--- config.mk ---
export PLATFORM = sky130hd
export DESIGN_NAME = car_spawn_dispatcher
export DESIGN_NICKNAME = d
export VERILOG_FILES = /design/src/rtl/car_pkg.sv /design/src/rtl/spawn_lfsr.sv /design/src/rtl/car_spawn_dispatcher.sv
export SDC_FILE = /design/constraint.sdc
export NUM_CORES = 1
export LEC_CHECK = 0
export ABC_AREA = 0
export CORE_ASPECT_RATIO = 1.5
export CORE_MARGIN = 2
export CORE_UTILIZATION = 44
export CTS_CLUSTER_DIAMETER = 100
export DETAILED_ROUTE_END_ITERATION = 12
export PLACE_DENSITY = 0.7
export SLEW_MARGIN = 20
export SYNTH_ARGS = -nofsm -noshare
export SYNTH_HDL_FRONTEND = slang
export SYNTH_HIERARCHICAL = 1
export SYNTH_SLANG_ARGS = --single-unit
--- constraint.sdc ---
create_clock -name clk -period 12.9 [get_ports clk]
set_input_delay 1.935 -clock clk [delete_from_list [all_inputs] [get_ports clk]]
set_output_delay 1.935 -clock clk [all_outputs]
set_load 0.05 [all_outputs]
--- src/rtl/car_pkg.sv ---
`default_nettype none
// +----------------------------------------------------------------------+
// | car_pkg: car types, playfield borders and spawn FSM state encoding.  |
// | Rev 1.0                                                              |
// +----------------------------------------------------------------------+
package car_pkg;

   localparam logic [1:0] YELLOWCAR = 2'd0;
   localparam logic [1:0] REDCAR    = 2'd1;
   localparam logic [1:0] BLUETRUCK = 2'd2;

   localparam int BORDER_L = 215;
   localparam int BORDER_R = 399;
   localparam int CAR_W    = 32;

   typedef enum logic [2:0] {
      S_IDLE        = 3'd0,
      S_WAIT_PERIOD = 3'd1,
      S_PICK        = 3'd2,
      S_ARM         = 3'd3,
      S_DONE        = 3'd4
   } spawn_state_e;

   function automatic logic [10:0] lane_x(input logic [2:0] lane, input int pitch);
      return 11'(BORDER_L + int'(lane) * pitch);
   endfunction

   // Two random bits give four codes; the unused fourth folds onto the truck.
   function automatic logic [1:0] rnd_type(input logic [1:0] bits);
      return (bits == 2'd3) ? BLUETRUCK : bits;
   endfunction

endpackage
`default_nettype wire

--- src/rtl/spawn_lfsr.sv ---
`default_nettype none
// +----------------------------------------------------------------------+
// | spawn_lfsr: 16-bit Fibonacci LFSR (taps 16,14,13,11), low bits out.  |
// | Rev 1.0                                                              |
// +----------------------------------------------------------------------+
module spawn_lfsr #(
   parameter logic [15:0] SEED = 16'hACE1
) (
   input  logic       clk,
   input  logic       resetN,
   input  logic       advance,
   output logic [4:0] rnd
);
   logic [15:0] lfsr_q, lfsr_d;

   always_comb begin
      lfsr_d = lfsr_q;
      if (advance) begin
         lfsr_d = {lfsr_q[14:0], lfsr_q[15] ^ lfsr_q[13] ^ lfsr_q[12] ^ lfsr_q[10]};
      end
   end

   always_ff @(posedge clk or negedge resetN) begin
      if (!resetN) lfsr_q <= SEED;
      else         lfsr_q <= lfsr_d;
   end

   assign rnd = lfsr_q[4:0];

endmodule
`default_nettype wire

--- src/rtl/car_spawn_dispatcher.sv ---
`default_nettype none
// +----------------------------------------------------------------------+
// | car_spawn_dispatcher: round-robin enemy-car release, random lane and |
// | type. Define SPAWN_SPEEDUP_EN to shorten the period as spawns grow.  |
// | Rev 1.0                                                              |
// +----------------------------------------------------------------------+
module car_spawn_dispatcher #(
   parameter int          NUM_SLOTS        = 4,
   parameter int          SPAWN_PERIOD_SEC = 2,
   parameter int          MIN_PERIOD_SEC   = 1,
   parameter int          SPEEDUP_SPAWNS   = 8,
   parameter int          NUM_LANES        = 5,
   parameter int          LANE_PITCH       = 38,
   parameter logic [15:0] LFSR_SEED        = 16'hACE1
) (
   input  logic                   clk,
   input  logic                   resetN,
   input  logic                   startOfFrame,
   input  logic                   onesec,
   input  logic                   enable,
   input  logic [NUM_SLOTS-1:0]   slot_ready,
   output logic [NUM_SLOTS-1:0]   releasecar,
   output logic [10:0]            carXinitial,
   output logic [NUM_SLOTS*2-1:0] cartype,
   output logic [7:0]             spawn_count
);
   import car_pkg::*;

   localparam int         SEL_W       = $clog2(NUM_SLOTS);
   localparam logic [7:0] PERIOD_INIT = 8'(SPAWN_PERIOD_SEC);

   if (NUM_SLOTS < 2 || NUM_SLOTS > 8 || NUM_LANES < 1 || NUM_LANES > 8 ||
       SPAWN_PERIOD_SEC < 1 || MIN_PERIOD_SEC < 1 || SPEEDUP_SPAWNS < 1 || LFSR_SEED == 16'd0 ||
       BORDER_L + (NUM_LANES - 1) * LANE_PITCH > BORDER_R - CAR_W) begin : g_bad_config
      $error("car_spawn_dispatcher: invalid parameter set");
   end

   function automatic logic [SEL_W-1:0] wrap_add(input logic [SEL_W-1:0] a, input int b);
      return SEL_W'((int'(a) + b) % NUM_SLOTS);
   endfunction

   spawn_state_e            state_q, state_d;
   logic [7:0]              sec_cnt_q, sec_cnt_d, spawn_count_q, spawn_count_d, period_w;
   logic [SEL_W-1:0]        sel_q, sel_d, rr_ptr_q, rr_ptr_d, pick_idx;
   logic [2:0]              lane_q, lane_d, last_lane_q, last_lane_d, lane_raw, lane_pick;
   logic [NUM_SLOTS-1:0]    releasecar_q, releasecar_d;
   logic [10:0]             carx_q, carx_d;
   logic [NUM_SLOTS*2-1:0]  cartype_q, cartype_d;
   logic [4:0]              rnd;
   logic                    pick_hit;

`ifdef SPAWN_SPEEDUP_EN
   logic [7:0] period_q, period_d, step_cnt_q, step_cnt_d;
   assign period_w = period_q;
`else
   assign period_w = PERIOD_INIT;
`endif

   spawn_lfsr #(.SEED(LFSR_SEED)) u_lfsr (
      .clk     (clk),
      .resetN  (resetN),
      .advance (enable),
      .rnd     (rnd)
   );

   // Avoid repeating the previous lane so consecutive cars never stack.
   assign lane_raw  = 3'(int'(rnd[2:0]) % NUM_LANES);
   assign lane_pick = (lane_raw == last_lane_q) ? 3'((int'(lane_raw) + 1) % NUM_LANES) : lane_raw;

   // Descending scan so the last assignment wins: first ready slot from rr_ptr.
   always_comb begin
      pick_hit = 1'b0;
      pick_idx = rr_ptr_q;
      for (int k = NUM_SLOTS - 1; k >= 0; k--) begin
         if (slot_ready[wrap_add(rr_ptr_q, k)]) begin
            pick_hit = 1'b1;
            pick_idx = wrap_add(rr_ptr_q, k);
         end
      end
   end

   always_comb begin
      state_d       = state_q;
      sec_cnt_d     = sec_cnt_q;
      sel_d         = sel_q;
      rr_ptr_d      = rr_ptr_q;
      lane_d        = lane_q;
      last_lane_d   = last_lane_q;
      releasecar_d  = releasecar_q;
      carx_d        = carx_q;
      cartype_d     = cartype_q;
      spawn_count_d = spawn_count_q;
`ifdef SPAWN_SPEEDUP_EN
      period_d      = period_q;
      step_cnt_d    = step_cnt_q;
`endif
      if (!enable) begin
         state_d      = S_IDLE;
         releasecar_d = '0;
      end else begin
         case (state_q)
            S_IDLE: begin
               state_d   = S_WAIT_PERIOD;
               sec_cnt_d = '0;
            end
            S_WAIT_PERIOD: begin
               if (onesec) begin
                  if (sec_cnt_q + 8'd1 >= period_w) state_d = S_PICK;
                  else                              sec_cnt_d = sec_cnt_q + 8'd1;
               end
            end
            S_PICK: begin
               if (pick_hit) begin
                  sel_d        = pick_idx;
                  lane_d       = lane_pick;
                  carx_d       = lane_x(lane_pick, LANE_PITCH);
                  cartype_d[int'(pick_idx)*2 +: 2] = rnd_type(rnd[4:3]);
                  releasecar_d = NUM_SLOTS'(1) << pick_idx;
                  state_d      = S_ARM;
               end
            end
            S_ARM: begin
               // A mover reclaimed by someone else cannot take the car: re-pick.
               if (!slot_ready[sel_q]) begin
                  releasecar_d = '0;
                  state_d      = S_PICK;
               end else if (startOfFrame) begin
                  releasecar_d = '0;
                  state_d      = S_DONE;
               end
            end
            S_DONE: begin
               rr_ptr_d    = wrap_add(sel_q, 1);
               last_lane_d = lane_q;
               if (spawn_count_q != 8'hFF) spawn_count_d = spawn_count_q + 8'd1;
`ifdef SPAWN_SPEEDUP_EN
               if (step_cnt_q + 8'd1 >= 8'(SPEEDUP_SPAWNS)) begin
                  step_cnt_d = '0;
                  if (period_q > 8'(MIN_PERIOD_SEC)) period_d = period_q - 8'd1;
               end else begin
                  step_cnt_d = step_cnt_q + 8'd1;
               end
`endif
               sec_cnt_d = '0;
               state_d   = S_WAIT_PERIOD;
            end
            default: state_d = S_IDLE;
         endcase
      end
   end

   always_ff @(posedge clk or negedge resetN) begin
      if (!resetN) begin
         state_q       <= S_IDLE;
         sec_cnt_q     <= '0;
         sel_q         <= '0;
         rr_ptr_q      <= '0;
         lane_q        <= '0;
         last_lane_q   <= '0;
         releasecar_q  <= '0;
         carx_q        <= 11'(BORDER_L);
         cartype_q     <= {NUM_SLOTS{YELLOWCAR}};
         spawn_count_q <= '0;
`ifdef SPAWN_SPEEDUP_EN
         period_q      <= PERIOD_INIT;
         step_cnt_q    <= '0;
`endif
      end else begin
         state_q       <= state_d;
         sec_cnt_q     <= sec_cnt_d;
         sel_q         <= sel_d;
         rr_ptr_q      <= rr_ptr_d;
         lane_q        <= lane_d;
         last_lane_q   <= last_lane_d;
         releasecar_q  <= releasecar_d;
         carx_q        <= carx_d;
         cartype_q     <= cartype_d;
         spawn_count_q <= spawn_count_d;
`ifdef SPAWN_SPEEDUP_EN
         period_q      <= period_d;
         step_cnt_q    <= step_cnt_d;
`endif
      end
   end

   assign releasecar  = releasecar_q;
   assign carXinitial = carx_q;
   assign cartype     = cartype_q;
   assign spawn_count = spawn_count_q;

endmodule
`default_nettype wire

==> results.json <==
{
  "synth_edf_count": 0,
  "cts_buffers": 9,
  "core_area_sq_um": 8720,
  "avgSynthCellArea_sq_um": 10.1,
  "synth.most_common_cell": "dfrtp_1",
  "postSynthCellCount": 386,
  "hold_class": "reg -> reg",
  "tritoncts": "done",
  "worst_r2r_path_depth": 25,
  "die_w_um": 80.8,
  "cts_hold_buf": 0,
  "firstDrtPassIters": 4,
  "gp_congestion": 0.810,
  "clock_latency_ns": 0.33,
  "criticalPathCategory": "reg -> reg",
  "num_vias": 2835,
  "fill_cells": 840,
  "post-dp-hpwl_um": 5430,
  "cts.htree.levels": 3,
  "die_area_sq_um": 9640,
  "synth_area_leaders": "dfrtp_1 34%, dfstp_2 8.8%, ha_1 7.1%",
  "cp.required_ns": 13.12,
  "async_reset_ff_share_pct": 100,
  "utilization_pct": 51.9,
  "critPathMaxFanout": 11,
  "seq_area_frac_synth_pct": 42.8,
  "tns_ns": 0,
  "synth_area_sq_um": 3900,
  "synthFlopType": "dfrtp_1",
  "layout.nets": 449,
  "ys_top_cells_by_count": "53 x dfrtp_1, 50 x nand2_1, 30 x nor2_1",
  "period_share_pct": 49.8,
  "cts-root-buf": "clkbuf_16",
  "yosys_warnings": 6,
  "synth_cell_types": 69,
  "whs_path_depth": 2,
  "diodes": 0,
  "synth_seq_cells": 66,
  "cts.path.max_buffers": 2,
  "clk_pin_slew_ns": 0.05,
  "dieHeight_um": 119,
  "drt_iter0_drc": 223,
  "min_period_ns": 6.43,
  "rows": 42,
  "slew_headroom_pct": 43.0,
  "end_kind": "register",
  "status": "complete, no violations",
  "cts_resized": 0,
  "clock_sinks": 66,
  "max_freq_mhz": 156,
  "synth_fp_nets": 417,
  "port_buffers": 37,
  "grt_overflow": 0,
  "grt_pass1_wl_um": 13300,
  "syn_to_final_growth_pct": 16.1,
  "worst_pin_slew_ns": 0.842,
  "pin_count": 40,
  "worstPathArrival_ns": 6.65,
  "grt_usage_pct": 17.7,
  "setup_viol": 0,
  "drive_gt1_share_pct": 15.4,
  "start_util_pct": 44.7,
  "max-cap-violations": 0,
  "wl_um": 7630,
  "post_cts_buffers": 0,
  "antenna_found_initial": 0,
  "grt_pass1_vias": 2857,
  "synth_largest_area_cell": "dfrtp_1",
  "wire_per_inst_um": 14.3,
  "hold_violations": 0,
  "vias_per_cell": 5.32,
  "worst_clock_skew_ns": 0.00730,
  "ant_nets": 0,
  "rsz0062_at_grt": "false",
  "cp-start-kind": "register",
  "maxSlewViolCount": 0,
  "drc": 0,
  "grt_max_degree": 67,
  "synth_top_area_share_pct": 34.0
}
## flip-flops by register name (all words and copies together), names as in the netlist
signal         cells
carXinitial        9
cartype            8
lane_q             3
last_lane_q        3
releasecar         4
rr_ptr_q           2
sec_cnt_q          8
sel_q              2
spawn_count        8
state_q            3
u_lfsr/lfsr_q     16
## area by class of cell
| cell class | instances | area, sq um | area share, % |
|---|---|---|---|
| clock buffers | 15 | 248 | 5.48 |
| clock inverters | 1 | 5.00 | 0.111 |
| inverters | 20 | 75.1 | 1.66 |
| multi-input cells | 282 | 2010 | 44.4 |
| flip-flops and latches | 66 | 1670 | 36.9 |
| well taps | 110 | 138 | 3.04 |
| repair buffers | 39 | 380 | 8.41 |
## through the flow
step	hold WS, ns	instance area [sq um]	setup WS (ns)	cells
final	0.471	4520	6.47	533
after global placement	0.460	4270	6.82	517
after detailed placement	0.464	4270	6.46	517
after CTS	0.474	4520	6.44	533
after global routing	0.502	4520	6.04	533
after floorplan	0.440	3900	6.90	386
## cell usage in the layout, fill, tap and decap left out, types with 10 or more instances in the layout
cell             instances
a21oi_1                 14
clkdlybuf4s50_1         36
dfrtp_1                 53
dfstp_2                 13
ha_1                    22
inv_1                   20
mux2_2                  10
nand2_1                 50
nor2_1                  30
o21ai_0                 18
xnor2_1                 12
## critical path, cell delays in order, from the launching register on
cell	delay, ns
dfstp_2	0.63
inv_1	0.10
ha_1	0.20
inv_1	0.05
ha_1	0.37
a21o_4	0.16
nand2_1	0.05
o21ai_0	0.20
inv_1	0.10
ha_1	0.28
inv_1	0.13
nor2_1	0.06
o21ai_0	0.21
ha_1	0.27
or2b_2	0.32
or4b_4	0.49
a2111oi_2	0.40
mux2i_2	0.54
ha_1	0.32
ha_1	0.21
ha_1	0.34
o21a_1	0.21
or2_2	0.27
mux2i_1	0.13
and4_1	0.22
nor3_2	0.05
## kinds of logic after synthesis
group / share of synthesized area (%)
fa+ha+maj: 7.06
simple gates: 17.4
other cells: 0.193
xor+xnor: 5.40
buf+inv: 5.72
mux: 7.61
compound gates: 13.8
flops: 42.8
## final timing paths
path / startpoint / slack (ns) / endpoint
setup / recovery: u_lfsr/lfsr_q[0] / 6.47 / carXinitial[8]
hold / removal: carXinitial[6] / 0.47 / carXinitial[6]
setup reg to reg: u_lfsr/lfsr_q[0] / 6.47 / carXinitial[8]
hold reg to reg: carXinitial[6] / 0.47 / carXinitial[6]
max in group asynchronous: resetN / 10.58 / state_q[1]
min in group asynchronous: resetN / 1.78 / spawn_count[4]
## routing by layer
| layer | vias to the layer above | track usage, % | wire length (um) |
|---|---|---|---|
| met5 | - | 0 | 0 |
| met2 | 55 | 28.7 | 3910 |
| met1 | 1368 | 22.1 | 3360 |
| met3 | 9 | 4.55 | 236 |
| li1 | 1403 | - | - |
| met4 | 0 | 7.20 | 122 |
Power is not shown: default switching activity piles up to over one toggle a cycle in this logic, so the estimate is an artifact.
